===== src/rtl/rocket_mmio_responder.sv =====
// MMIO device block behind the Rocket memory-style port: stop/exit register,
// putchar FIFO with a valid/ready drain port, and a 64-bit mtime/mtimecmp timer.
module rocket_mmio_responder #(
  parameter int MMIO_ADDR_WIDTH = 31,
  parameter int DATA_WIDTH      = 64,
  parameter int FIFO_DEPTH      = 8
) (
  input  logic                       clock,
  input  logic                       reset_wire_reset,
  input  logic                       mmio_req_i,
  input  logic                       mmio_we_i,
  input  logic [MMIO_ADDR_WIDTH-1:0] mmio_addr_i,
  input  logic [DATA_WIDTH/8-1:0]    mmio_strb_i,
  input  logic [DATA_WIDTH-1:0]      mmio_wdata_i,
  output logic [DATA_WIDTH-1:0]      mmio_rdata_o,
  output logic                       char_valid_o,
  output logic [7:0]                 char_data_o,
  input  logic                       char_ready_i,
  output logic                       stop_o,
  output logic [31:0]                stop_code_o,
  output logic                       putc_overflow_o,
  output logic                       timer_irq_o
);

  localparam int NB = DATA_WIDTH / 8;
  localparam int PW = $clog2(FIFO_DEPTH);
  localparam int CW = PW + 1;

  localparam logic [8:0] IDX_STOP     = 9'h000;
  localparam logic [8:0] IDX_PUTC     = 9'h001;
  localparam logic [8:0] IDX_MTIME    = 9'h002;
  localparam logic [8:0] IDX_MTIMECMP = 9'h003;

  // Handshake: the drain port pops the FIFO head on any cycle where
  // char_valid_o and char_ready_i are both high; char_data_o is stable while
  // char_valid_o is high and no pop has happened.

  logic [DATA_WIDTH-1:0] r_rdata;
  logic                  r_stop;
  logic [31:0]           r_stop_code;
  logic                  r_ovf;
  logic [DATA_WIDTH-1:0] r_mtime;
  logic [DATA_WIDTH-1:0] r_mtimecmp;
  logic                  r_irq;
  logic [7:0]            r_mem [FIFO_DEPTH];
  logic [PW-1:0]         r_wr_ptr;
  logic [PW-1:0]         r_rd_ptr;
  logic [CW-1:0]         r_count;

  logic [8:0]            w_idx;
  logic                  w_rd;
  logic                  w_wr;
  logic                  w_valid;
  logic                  w_full;
  logic                  w_pop;
  logic                  w_putc_wr;
  logic                  w_push;
  logic                  w_drop;
  logic [DATA_WIDTH-1:0] w_rd_val;
  logic [DATA_WIDTH-1:0] w_mtime_merge;
  logic [DATA_WIDTH-1:0] w_cmp_merge;
  logic                  w_unused;

  assign w_idx     = mmio_addr_i[11:3];
  assign w_rd      = mmio_req_i & ~mmio_we_i;
  assign w_wr      = mmio_req_i & mmio_we_i;
  assign w_valid   = (r_count != '0);
  assign w_full    = (r_count == CW'(FIFO_DEPTH));
  assign w_pop     = w_valid & char_ready_i;
  assign w_putc_wr = w_wr & (w_idx == IDX_PUTC) & mmio_strb_i[0];
  // A full FIFO still accepts the byte when the head leaves in the same cycle.
  assign w_push    = w_putc_wr & (~w_full | w_pop);
  assign w_drop    = w_putc_wr & w_full & ~w_pop;
  assign w_unused  = ^{mmio_addr_i[MMIO_ADDR_WIDTH-1:12], mmio_addr_i[2:0]};

  always_comb begin
    w_mtime_merge = r_mtime;
    w_cmp_merge   = r_mtimecmp;
    for (int b = 0; b < NB; b++) begin
      if (mmio_strb_i[b]) begin
        w_mtime_merge[b*8 +: 8] = mmio_wdata_i[b*8 +: 8];
        w_cmp_merge[b*8 +: 8]   = mmio_wdata_i[b*8 +: 8];
      end
    end
  end

  always_comb begin
    w_rd_val = '0;
    case (w_idx)
      IDX_STOP: begin
        w_rd_val[0]    = r_stop;
        w_rd_val[32:1] = r_stop_code;
      end
      IDX_PUTC: begin
        w_rd_val[DATA_WIDTH-1] = r_ovf;
        w_rd_val[CW-1:0]       = r_count;
      end
      IDX_MTIME:    w_rd_val = r_mtime;
      IDX_MTIMECMP: w_rd_val = r_mtimecmp;
      default:      w_rd_val = '0;
    endcase
  end

  always_ff @(posedge clock) begin
    if (reset_wire_reset) begin
      r_rdata     <= '0;
      r_stop      <= 1'b0;
      r_stop_code <= '0;
      r_ovf       <= 1'b0;
      r_mtime     <= '0;
      r_mtimecmp  <= '1;
      r_irq       <= 1'b0;
      r_wr_ptr    <= '0;
      r_rd_ptr    <= '0;
      r_count     <= '0;
    end else begin
      if (w_rd) r_rdata <= w_rd_val;

      if (w_wr && (w_idx == IDX_STOP) && mmio_strb_i[0] && !r_stop) begin
        r_stop      <= 1'b1;
        r_stop_code <= mmio_wdata_i[31:0];
      end

      if (w_push) begin
        r_mem[r_wr_ptr] <= mmio_wdata_i[7:0];
        r_wr_ptr        <= r_wr_ptr + 1'b1;
      end
      if (w_pop) r_rd_ptr <= r_rd_ptr + 1'b1;
      if (w_push && !w_pop)      r_count <= r_count + 1'b1;
      else if (!w_push && w_pop) r_count <= r_count - 1'b1;
      if (w_drop) r_ovf <= 1'b1;

      // A write to mtime takes the place of that cycle's increment.
      if (w_wr && (w_idx == IDX_MTIME)) r_mtime <= w_mtime_merge;
      else                              r_mtime <= r_mtime + 1'b1;
      if (w_wr && (w_idx == IDX_MTIMECMP)) r_mtimecmp <= w_cmp_merge;

      r_irq <= (r_mtime >= r_mtimecmp);
    end
  end

  assign mmio_rdata_o    = r_rdata;
  assign char_valid_o    = w_valid;
  assign char_data_o     = w_valid ? r_mem[r_rd_ptr] : 8'h00;
  assign stop_o          = r_stop;
  assign stop_code_o     = r_stop_code;
  assign putc_overflow_o = r_ovf;
  assign timer_irq_o     = r_irq;

endmodule

===== config.mk =====
export PLATFORM = sky130hd
export DESIGN_NAME = rocket_mmio_responder
export DESIGN_NICKNAME = d
export VERILOG_FILES = /design/src/rtl/rocket_mmio_responder.sv
export SDC_FILE = /design/constraint.sdc
export NUM_CORES = 1
export LEC_CHECK = 0
export CAP_MARGIN = 20
export CORE_ASPECT_RATIO = 1.2
export CORE_MARGIN = 2
export CORE_UTILIZATION = 55
export CTS_CLUSTER_DIAMETER = 80
export DETAILED_ROUTE_END_ITERATION = 7
export GPL_TIMING_DRIVEN = 1
export PLACE_DENSITY = 0.88
export REMOVE_ABC_BUFFERS = 1
export SYNTH_ARGS = -nofsm -noshare
export SYNTH_HDL_FRONTEND = slang
export SYNTH_SLANG_ARGS = --single-unit

===== constraint.sdc =====
create_clock -name clock -period 7.3 [get_ports clock]
set_input_delay 1.46 -clock clock [delete_from_list [all_inputs] [get_ports clock]]
set_output_delay 1.46 -clock clock [all_outputs]
set_load 0.005 [all_outputs]

==> results.sh <==
export IMPL_status="finished, violations left"
export IMPL_violations="DRC"
export IMPL_min_period_ps=4687
export IMPL_p_clk_share_pct=42.4
export IMPL_cts_root_buf="clkbuf_16"
export IMPL_syn_inst=1707
export IMPL_dr_pass1_iters=8
export IMPL_vdd_drop_max_mv=0.1757
export IMPL_grt_pass1_wl_um=71130
export IMPL_pwr_share_comb_pct=11.1
export IMPL_synth_xor_area_share_pct=1.105
export IMPL_gp_congestion=0.9441
export IMPL_core_area_mm2=0.02700
export IMPL_crit_type="in -> reg"
export IMPL_vias=14290
export IMPL_fmax_mhz=213.4
export IMPL_synth_warnings=0
export IMPL_finalSetupViolations=0
export IMPL_start_util_pct=55.77
export IMPL_overflow=0
export IMPL_swShare_pct=23.91
export IMPL_p_int_w=0.002907
export IMPL_synth_edf_count=64
export IMPL_cap_violations=0
export IMPL_synth_simple_area_share_pct=21.86
export IMPL_std_cell_rows=66
export IMPL_cts_max_level=1
export IMPL_synth_distinct_cells=68
export IMPL_drc=2
export IMPL_dieArea_mm2=0.02873
export IMPL_slew_headroom_pct=22.75
export IMPL_critPathArrivalTime_ps=5170
export IMPL_via_per_inst=6.489
export IMPL_area_growth_pct=20.96
export IMPL_clockBufferDepth=3
export IMPL_place_inst=2144
export IMPL_power_w=0.003821
export IMPL_report_final_slew_viol_count=0
export IMPL_ioPinCount=216
export IMPL_finalHoldViolations=0
export IMPL_port_buffer_count=193
export IMPL_drive_above_1_share_pct=6.391
export IMPL_fin_tns_setup_ps=0
export IMPL_cts_buffers=30
export IMPL_gr_usage_all_layers_pct=30.69
export IMPL_syn_area_per_cell_um2=8.822
export IMPL_fin_nets=2018
export IMPL_synth_async_reset_ratio_pct=0
export IMPL_p_leak_nw=6.982
export IMPL_cts_setup_buffers=0
export IMPL_clk_pin_slew_ps=60
export IMPL_cts_resized=0
export IMPL_fin_crit_sh_pct=64.21
export IMPL_path_max_fanout=32
export IMPL_ctsHoldBuffers=0
export IMPL_grt_max_degree=155
export IMPL_cts_sinks=304
export IMPL_tightest_slew_ps=1149
export IMPL_seqPwrFrac_pct=46.5
export IMPL_final_cells=2202
export IMPL_syn_area_mm2=0.01506
export IMPL_finClkSkew_ps=15.92
export IMPL_synthAdderAreaFrac_pct=5.949
export IMPL_dp_hpwl_um=30570
export IMPL_ys_seq_area_share_pct=44.67
export IMPL_synth_main_ff_cell="dfxtp_1"
export IMPL_antenna_left=0
export IMPL_hp_class="reg -> reg"
export IMPL_power_density_mw_per_mm2=209.8
export IMPL_fp_dieH_um=185.3
export IMPL_dpl_worst_slack_ps=1678
export IMPL_drtIter0Drc=1641
export IMPL_wl_um=45380
export IMPL_diodes=0
export IMPL_worstSetupEndpointType="flop"
export IMPL_cts_tree="yes"
export IMPL_synth_top_family_by_area="simple AND/OR/NAND/NOR gates"
export IMPL_antenna_found_initial=0
export IMPL_post_drt_wl_per_cell_um=20.61
export IMPL_synth_compound_area_share_pct=17.38
export IMPL_crit_required_ps=7780
export IMPL_ys_ff_latch=304
export IMPL_synth_mux_area_share_pct=4.295
export IMPL_start_kind="input pin"
export IMPL_switchingPower_w=0.0009137
export IMPL_fin_ws_ps=2613
export IMPL_die_width_um=155.1
export IMPL_clk_latency_ps=570
export IMPL_grt_pass1_vias=13910
export IMPL_rsz0062_at_grt="false"
flip-flops by register name (all words and copies together) (netlist names), 3 cells and up, named ones only:
| name | cells |
|---|---|
| r_mtimecmp | 64 |
| r_mtime | 64 |
| mmio_rdata_o | 64 |
| r_wr_ptr | 3 |
| r_count | 4 |
| stop_code_o | 32 |
| r_mem | 64 |
| r_rd_ptr | 3 |
synth_stat cells (all sizes together), types with 22 or more instances:
| cell type | instances | area, µm² |
|---|---|---|
| ha | 70 | 875.8 |
| a222oi | 29 | 290.3 |
| o211ai | 22 | 165.2 |
| inv | 74 | 277.8 |
| clkbuf | 100 | 375.4 |
| edfxtp | 64 | 1922 |
| a2bb2oi | 31 | 271.5 |
| a221oi | 34 | 297.8 |
| and3 | 23 | 146.4 |
| nor3 | 59 | 295.3 |
| nand4 | 38 | 237.7 |
| o21ai | 69 | 345.3 |
| nand2 | 181 | 679.4 |
| nor2 | 216 | 810.8 |
| a21oi | 110 | 550.5 |
| a31oi | 27 | 168.9 |
| nand3 | 90 | 468.0 |
| mux2i | 23 | 230.2 |
| dfxtp | 240 | 4805 |
| nor4 | 24 | 202.7 |
cell usage in the layout, fill, tap and decap left out, types with 16 or more instances in the layout:
cell / instances
clkdlybuf4s50_1: 192
dfxtp_1: 240
a31oi_1: 27
nor2_1: 216
nand2_1: 181
nand3_1: 88
ha_1: 70
mux4_2: 17
o21ai_0: 67
a2bb2oi_1: 31
a21oi_1: 110
a211oi_1: 21
a221oi_1: 34
nand4_1: 38
inv_1: 73
o211ai_1: 22
mux2i_1: 23
a222oi_1: 29
buf_4: 18
clkbuf_16: 30
and3_1: 20
nor4_1: 16
nor3_1: 58
edfxtp_1: 64
through the flow:
| step | hold slack, ps | util, % | instance area [µm²] |
|---|---|---|---|
| 3_3_place_gp | 460.1 | 63.48 | 17140 |
| 2_1_floorplan | 446.7 | - | 14620 |
| 4_1_cts | 478.1 | 67.31 | 18180 |
| 5_1_grt | 499.2 | 67.46 | 18220 |
| 6_report | 478.2 | 67.46 | 18220 |
| 3_5_place_dp | 469.4 | 63.48 | 17140 |
layer usage:
layer  track usage, %  vias to the layer above  routed length [µm]
met5                0                        -                   0
met4            13.70                        0                1718
met3            4.609                      122                4025
met2            53.78                      805               22400
met1            37.40                     6825               17240
li1                 -                     6537                   -
power groups by stage:
| stage | logic [W] | registers (W) | clock network, W |
|---|---|---|---|
| finish | 0.000425 | 0.00178 | 0.00162 |
| global route | 0.000456 | 0.00178 | 0.00169 |
| CTS | 0.000398 | 0.00179 | 0.00164 |
| detailed placement | 0.000395 | 0.00182 | 0 |
| global placement | 0.000380 | 0.00182 | 0 |
| floorplan | 0.000177 | 0.00181 | 0 |
path summary, 6_finish.rpt:
kind	slack (ps)	to	cells past startpoint	startpoint
worst min-delay path	480	stop_code_o[6]	2	stop_code_o[6]
worst min register to register	480	stop_code_o[6]	2	stop_code_o[6]
worst max-delay path	2610	stop_code_o[9]	9	mmio_addr_i[6]
worst max register to register	4150	r_mtime[45]	6	r_mtime[2]
cell type report:
cell class                      count  area, µm²
Clock inverter                     15      205.2
Clock buffer                       40      828.3
Tap cell                          340      425.4
Sequential cell                   304       6726
Multi-Input combinational cell   1216       7644
Fill cell                        2045       8787
Inverter                           74      277.8
Timing Repair Buffer              213       2110
critical path, stage by stage:
cell and delay (ps):
clkdlybuf4s50_1 410, nor4_2 750, nand2_1 300, nor3_2 890, buf_4 430, nor3b_2 220, buf_4 400, nand2_1 120
a21oi_1 160
cell families (layout without fill, tap and decap cells):
logic type      Yosys count  after routing
flops                   304            304
mux                      43             43
fa+ha+maj                71             71
buf+inv                 187            342
compound gates          388            388
simple gates            695            695
xor+xnor                 19             19
Note: power is estimated with default switching activity, not from simulation.
